===== config.mk =====
export PLATFORM = sky130hd
export DESIGN_NAME = cordic_multimode_proc
export DESIGN_NICKNAME = d
export VERILOG_FILES = /design/src/rtl/cordic_pkg.sv /design/src/rtl/cordic_stage.sv /design/src/rtl/cordic_multimode_proc.sv
export SDC_FILE = /design/constraint.sdc
export NUM_CORES = 2
export LEC_CHECK = 0
export ABC_AREA = 0
export ABC_CLOCK_PERIOD_IN_PS = 4600
export CORE_MARGIN = 2
export CORE_UTILIZATION = 45
export DETAILED_ROUTE_END_ITERATION = 8
export MAX_ROUTING_LAYER = met4
export PLACE_DENSITY = 0.73
export SKIP_LAST_GASP = 1
export SLEW_MARGIN = 20
export SYNTH_ARGS = -nofsm -noshare
export SYNTH_HDL_FRONTEND = slang
export SYNTH_SLANG_ARGS = --single-unit

===== constraint.sdc =====
create_clock -name clk -period 4.6 [get_ports clk]
set_clock_uncertainty 0.15 [all_clocks]
set_input_delay 0.69 -clock clk [delete_from_list [all_inputs] [get_ports clk]]
set_output_delay 0.69 -clock clk [all_outputs]
set_load 0.05 [all_outputs]

===== src/rtl/cordic_pkg.sv =====
// Shared constants for the multimode CORDIC engine: arctangent table, mode
// encodings and the CORDIC gain.
package cordic_pkg;

    localparam logic MODE_VECT = 1'b0;
    localparam logic MODE_ROT  = 1'b1;

    // K ~= 1.64676 in Q16
    localparam int CORDIC_GAIN_Q16 = 107922;

    // round(atan(2^-i) / (2*pi) * 2^32): binary angle where 2^32 is a full turn
    localparam logic [31:0] ATAN_TAB [32] = '{
        32'h20000000, 32'h12E4051E, 32'h09FB385B, 32'h051111D4,
        32'h028B0D43, 32'h0145D7E1, 32'h00A2F61E, 32'h00517C55,
        32'h0028BE53, 32'h00145F2F, 32'h000A2F98, 32'h000517CC,
        32'h00028BE6, 32'h000145F3, 32'h0000A2FA, 32'h0000517D,
        32'h000028BE, 32'h0000145F, 32'h00000A30, 32'h00000518,
        32'h0000028C, 32'h00000146, 32'h000000A3, 32'h00000051,
        32'h00000029, 32'h00000014, 32'h0000000A, 32'h00000005,
        32'h00000003, 32'h00000001, 32'h00000001, 32'h00000000
    };

    // Table entry reduced to angle_w bits with round-half-up.
    function automatic logic [31:0] atan_entry(input int shift, input int angle_w);
        logic [32:0] sum;
        logic [4:0]  idx;
        idx = shift[4:0];
        if (angle_w >= 32) begin
            return ATAN_TAB[idx];
        end
        sum = {1'b0, ATAN_TAB[idx]} + (33'd1 << (31 - angle_w));
        sum = sum >> (32 - angle_w);
        return sum[31:0];
    endfunction

endpackage


===== src/rtl/cordic_stage.sv =====
// One registered CORDIC micro-rotation; valid and mode ride along with the data.
module cordic_stage
    import cordic_pkg::*;
#(
    parameter int SHIFT   = 0,
    parameter int DATA_W  = 16,
    parameter int ANGLE_W = 16
) (
    input  logic                      clk,
    input  logic                      rst_n,
    input  logic                      ena,
    input  logic                      in_valid,
    input  logic                      in_mode,
    input  logic signed [DATA_W+1:0]  x_in,
    input  logic signed [DATA_W+1:0]  y_in,
    input  logic        [ANGLE_W-1:0] z_in,
    output logic                      out_valid,
    output logic                      out_mode,
    output logic signed [DATA_W+1:0]  x_out,
    output logic signed [DATA_W+1:0]  y_out,
    output logic        [ANGLE_W-1:0] z_out
);

    localparam int XW = DATA_W + 2;
    localparam logic [31:0]        ATAN_FULL = atan_entry(SHIFT, ANGLE_W);
    localparam logic [ANGLE_W-1:0] ATAN      = ATAN_FULL[ANGLE_W-1:0];

    logic signed [XW-1:0]  x_sh;
    logic signed [XW-1:0]  y_sh;
    logic                  d_pos;
    logic signed [XW-1:0]  x_next;
    logic signed [XW-1:0]  y_next;
    logic [ANGLE_W-1:0]    z_next;

    always_comb begin
        x_sh   = x_in >>> SHIFT;
        y_sh   = y_in >>> SHIFT;
        // Vectoring drives y toward zero, rotation drives z toward zero.
        d_pos  = (in_mode == MODE_VECT) ? y_in[XW-1] : ~z_in[ANGLE_W-1];
        x_next = d_pos ? (x_in - y_sh) : (x_in + y_sh);
        y_next = d_pos ? (y_in + x_sh) : (y_in - x_sh);
        z_next = d_pos ? (z_in - ATAN) : (z_in + ATAN);
    end

    always_ff @(posedge clk or negedge rst_n) begin
        if (!rst_n) begin
            out_valid <= 1'b0;
            out_mode  <= 1'b0;
            x_out     <= '0;
            y_out     <= '0;
            z_out     <= '0;
        end else if (ena) begin
            out_valid <= in_valid;
            out_mode  <= in_mode;
            x_out     <= x_next;
            y_out     <= y_next;
            z_out     <= z_next;
        end
    end

endmodule


===== src/rtl/cordic_multimode_proc.sv =====
// Pipelined CORDIC with per-sample vectoring/rotation mode: quadrant-folding
// pre-stage, STAGES micro-rotations, output register.
module cordic_multimode_proc
    import cordic_pkg::*;
#(
    parameter int DATA_W  = 16,
    parameter int ANGLE_W = 16,
    parameter int STAGES  = 15
) (
    input  logic                      clk,
    input  logic                      rst_n,
    input  logic                      ena,
    input  logic                      in_valid,
    input  logic                      in_mode,
    input  logic signed [DATA_W-1:0]  x_in,
    input  logic signed [DATA_W-1:0]  y_in,
    input  logic        [ANGLE_W-1:0] z_in,
    output logic                      out_valid,
    output logic                      out_mode,
    output logic signed [DATA_W+1:0]  x_out,
    output logic signed [DATA_W+1:0]  y_out,
    output logic        [ANGLE_W-1:0] z_out
);

    localparam int XW = DATA_W + 2;
    localparam logic [ANGLE_W-1:0] HALF_TURN = {1'b1, {(ANGLE_W-1){1'b0}}};

    logic signed [XW-1:0]  x_ext;
    logic signed [XW-1:0]  y_ext;
    logic                  flip;
    logic signed [XW-1:0]  x_pre_next;
    logic signed [XW-1:0]  y_pre_next;
    logic [ANGLE_W-1:0]    z_pre_next;

    logic                  valid_chain [STAGES+1];
    logic                  mode_chain  [STAGES+1];
    logic signed [XW-1:0]  x_chain     [STAGES+1];
    logic signed [XW-1:0]  y_chain     [STAGES+1];
    logic [ANGLE_W-1:0]    z_chain     [STAGES+1];

    // Fold the input into the +-90 degree convergence range; the folded-out
    // half turn is preloaded into z so no separate quadrant tag is needed.
    always_comb begin
        x_ext = {{2{x_in[DATA_W-1]}}, x_in};
        y_ext = {{2{y_in[DATA_W-1]}}, y_in};
        if (in_mode == MODE_VECT) begin
            flip       = x_in[DATA_W-1];
            z_pre_next = flip ? HALF_TURN : '0;
        end else begin
            flip       = z_in[ANGLE_W-1] ^ z_in[ANGLE_W-2];
            z_pre_next = flip ? (z_in + HALF_TURN) : z_in;
        end
        x_pre_next = flip ? -x_ext : x_ext;
        y_pre_next = flip ? -y_ext : y_ext;
    end

    always_ff @(posedge clk or negedge rst_n) begin
        if (!rst_n) begin
            valid_chain[0] <= 1'b0;
            mode_chain[0]  <= 1'b0;
            x_chain[0]     <= '0;
            y_chain[0]     <= '0;
            z_chain[0]     <= '0;
        end else if (ena) begin
            valid_chain[0] <= in_valid;
            mode_chain[0]  <= in_mode;
            x_chain[0]     <= x_pre_next;
            y_chain[0]     <= y_pre_next;
            z_chain[0]     <= z_pre_next;
        end
    end

    generate
        for (genvar gi = 0; gi < STAGES; gi++) begin : g_stage
            cordic_stage #(
                .SHIFT   (gi),
                .DATA_W  (DATA_W),
                .ANGLE_W (ANGLE_W)
            ) u_stage (
                .clk       (clk),
                .rst_n     (rst_n),
                .ena       (ena),
                .in_valid  (valid_chain[gi]),
                .in_mode   (mode_chain[gi]),
                .x_in      (x_chain[gi]),
                .y_in      (y_chain[gi]),
                .z_in      (z_chain[gi]),
                .out_valid (valid_chain[gi+1]),
                .out_mode  (mode_chain[gi+1]),
                .x_out     (x_chain[gi+1]),
                .y_out     (y_chain[gi+1]),
                .z_out     (z_chain[gi+1])
            );
        end
    endgenerate

    // A zero vector never moves, so its z would sum every table entry;
    // report angle 0 instead.
    logic zero_vec;
    assign zero_vec = (mode_chain[STAGES] == MODE_VECT)
                    && (x_chain[STAGES] == '0) && (y_chain[STAGES] == '0);

    always_ff @(posedge clk or negedge rst_n) begin
        if (!rst_n) begin
            out_valid <= 1'b0;
            out_mode  <= 1'b0;
            x_out     <= '0;
            y_out     <= '0;
            z_out     <= '0;
        end else if (ena) begin
            out_valid <= valid_chain[STAGES];
            out_mode  <= mode_chain[STAGES];
            x_out     <= x_chain[STAGES];
            y_out     <= y_chain[STAGES];
            z_out     <= zero_vec ? '0 : z_chain[STAGES];
        end
    end

endmodule

==> key figures <==
Finish
  – Area Growth Syn to Fin: 10.38%
  – Final Non-Filler Cells: 10420
  – Share of cells above drive strength 1: 10.67%
  – Diodes inserted: 0
  – Nets: 9035
  – Final Util: 50.01%
  – Fillers: 14840

Drt
  – DRC: 0
  – Vias post-DR: 60690
  – DR WL/cell: 17.98 um
  – WL final: 187.3 mm
  – Starting DRT DRC Count: 4404
  – Vias per cell: 5.827
  – Antenna Nets Post-Route: 0
  – Initial DRT Pass Iterations: 6

Setup path
  – CP max FO: 17
  – R2r startpoint: g_stage[5].u_stage.out_mode$_DFFE_PN0P_
  – Worst EP required: 5.00 ns
  – Arrival time at the worst endpoint: 4.69 ns
  – Kind of critical path: flop to flop
  – CP Buf/Inv Count: 1
  – Critical path cell sequence: nor2_1 > a21o_1 > inv_1 > nor2_1 > xor2_1 > ha_1 > a21oi_1 > o21bai_1 > and2_1 > o21a_1 > o21a_1 > o311ai_0 > o21ai_0
  – FF-to-FF End: g_stage[6].u_stage.y_out[7]$_DFFE_PN0P_
  – CP top delay family: compound AO/OA/AOI/OAI gates
  – Reg2reg setup slack: 0.31 ns
  – Worst Reg-to-Reg Cells: 13
  – Startpoint types: flop
  – Crit-path max cell delay: 0.70 ns
  – Critical path's slowest cell: o311ai_0
  – CP endpoint kind: flop

Clock network
  – Post-CTS Setup Inserts: 0
  – CTS clk-pin slew, worst paths: 0.06 ns
  – CTS root buf: clkbuf_16
  – CTS H-tree lvls: 3
  – CTS tree: done
  – Clock Sinks: 917
  – CTS Buffer Depth: 3
  – CTS buffer count: 107
  – Insertion delay to the later sink of the worst-skew pair: 0.74 ns

Placement
  – Post-DP HPWL: 142.5 mm
  – Gpl congestion: 0.9334
  – Dpl cells: 10220
  – Dpl ws: 0.4030 ns
  – IO buf count: 106

Die
  – Die Area: 0.1671 mm^2
  – Starting Density: 45.30%
  – Die H: 408.8 um
  – Top-Level Pins: 107
  – Die width: 408.8 um
  – Site Rows: 148
  – Core area: 0.1628 mm^2

Synthesis
  – Main synth FF type: dfrtp_1
  – Syn Std Cell Area: 0.07374 mm^2
  – Largest area contributor in the netlist: dfrtp_1
  – Top post-synthesis cells by area: dfrtp_1 (31%), ha_1 (13%), mux2_2 (8.1%)
  – Synth Warn #: 0
  – Yosys top cell area share: 31.12%
  – Sequential cell area fraction in the yosys report: 31.12%
  – Syn_nets: 8959
  – Post-synthesis cell count: 8079
  – Yosys cell types: 82
  – Synth Register Bits: 917
  – Post-synth EDFFs: 0
  – Async SR Flop Fraction: 100.0%
  – Syn avg cell area: 9.127 um^2

GRT
  – Largest net degree at the start of global routing: 128
  – Vias in the first global route: 59530
  – Total GRT Usage: 22.62%
  – Initial antenna violation count: 2
  – GRT overflow: 0
  – Global-route wire length before repair: 308.7 mm

STA
  – Slew headroom: 37.31%
  – Final period utilization: 93.16%
  – Setup WS post-layout: 0.3148 ns
  – RSZ-0062 raised after global routing: false
  – Setup_tns: 0 ns
  – Clock period minus worst slack: 4.285 ns
  – Final Hold Viols: 0
  – Endpoints failing setup: 0
  – Actual slew at the worst max-slew pin: 0.9167 ns
  – Max-slew violation count: 0
  – F_max: 233.4 MHz

Min path
  – Hold Path Sink: g_stage[9].u_stage.y_out[11]$_DFFE_PN0P_
  – Hold path depth: 2
  – Min-delay worst type: primary input to flop
  – Hold_sp: ena

Status
  – Status: finished, final reports clean

Flow run
  – # Max-Cap Violations: 0
-- placed cells by master (no fill, tap or decap), types with 68 or more instances in the layout --
| master | instances |
|---|---|
| dfrtp_1 | 917 |
| ha_1 | 781 |
| a21oi_1 | 729 |
| nor2_1 | 626 |
| xnor2_1 | 567 |
| mux2_2 | 527 |
| nand2_1 | 521 |
| o21ai_0 | 417 |
| inv_1 | 402 |
| xor2_1 | 247 |
| a21o_1 | 235 |
| nor3_1 | 192 |
| nand3_1 | 135 |
| o31ai_1 | 113 |
| clkbuf_16 | 110 |
| a31oi_1 | 105 |
| clkdlybuf4s50_1 | 104 |
| a211oi_1 | 89 |
| o21a_1 | 87 |
| o21bai_1 | 84 |
| nand2b_1 | 82 |
| buf_4 | 79 |
| or3_1 | 77 |
| nand4_1 | 68 |
-- worst max-delay path by stage --
stage / start / end / cells after the start
floorplan: g_stage[2].u_stage.y_out[17]$_DFFE_PN0P_ / g_stage[3].u_stage.x_out[16]$_DFFE_PN0P_ / 17
global placement: g_stage[5].u_stage.out_mode$_DFFE_PN0P_ / g_stage[6].u_stage.y_out[7]$_DFFE_PN0P_ / 13
detailed placement: g_stage[5].u_stage.out_mode$_DFFE_PN0P_ / g_stage[6].u_stage.y_out[7]$_DFFE_PN0P_ / 13
CTS: g_stage[11].u_stage.y_out[17]$_DFFE_PN0P_ / g_stage[12].u_stage.y_out[17]$_DFFE_PN0P_ / 13
global route: g_stage[5].u_stage.out_mode$_DFFE_PN0P_ / g_stage[6].u_stage.x_out[16]$_DFFE_PN0P_ / 14
finish: g_stage[5].u_stage.out_mode$_DFFE_PN0P_ / g_stage[6].u_stage.y_out[7]$_DFFE_PN0P_ / 13
-- state kept, by name, indices dropped and copies added, names as in the netlist --
name,cells
g_stage.u_stage.out_valid,15
x_out,18
y_chain,18
out_valid,1
g_stage.u_stage.y_out,270
z_chain,16
valid_chain,1
g_stage.u_stage.x_out,269
y_out,18
z_out,16
g_stage.u_stage.out_mode,15
x_chain,18
mode_chain,1
out_mode,1
g_stage.u_stage.z_out,240
-- worst reg2reg max path: cells and delay by family (launching register included) --
kind / cells / cell delay (ns)
compound gates: 7 / 2.06
simple gates: 3 / 0.57
flops: 1 / 0.53
buf+inv: 1 / 0.41
fa+ha+maj: 1 / 0.28
xor+xnor: 1 / 0.17
-- layer usage --
layer	global-route usage, %	part of all wire, %	up-vias
met4	5.045	2.1	0
met1	30.80	47	29600
met3	2.513	4.6	266
li1	-	-	29500
met2	36.19	47	1331
met5	-	0	-
-- stage by stage --
step	instance area, um^2	hold WS (ns)
2_1_floorplan	73740	0.2444
3_3_place_gp	77660	0.3178
3_5_place_dp	77660	0.3206
4_1_cts	81390	0.2264
5_1_grt	81390	0.2731
6_report	81390	0.2726
-- Yosys cell counts, types with 135 or more instances --
cell type  count
nor2_1       626
xnor2_1      567
ha_1         781
mux2_2       528
a21o_1       235
clkbuf_1     212
a21oi_1      730
nor3_1       192
xor2_1       247
o21ai_0      417
inv_1        402
dfrtp_1      917
nand2_1      521
nand3_1      135
-- logic make-up after synthesis --
group	share of synthesized area, %
flip-flops	31.12
AO/OA/AOI/OAI	19.21
AND/OR/NAND/NOR	13.26
multiplexers	8.878
adder cells (fa/ha/maj)	14.50
buffers and inverters	3.334
XOR/XNOR	9.690
-- what timing repair did --
action,4_1_cts,5_1_grt
hold endpoints to repair,57,0
gates resized for setup,0,1
setup endpoints to repair,0,2
hold buffers,1,0
-- area by class of cell --
cell class                      count  area (um^2)  share of cell area (%)
Multi-Input combinational cell   6510        48340                   59.39
Sequential cell                   917        22950                   28.19
Clock buffer                      153         3114                   3.826
Tap cell                         2175         2721                   3.343
Timing Repair Buffer              208         2115                   2.598
Inverter                          411         1550                   1.905
Clock inverter                     42        603.1                  0.7409
Power is not shown: default switching activity piles up to over one toggle a cycle in this logic, so the estimate is an artifact.
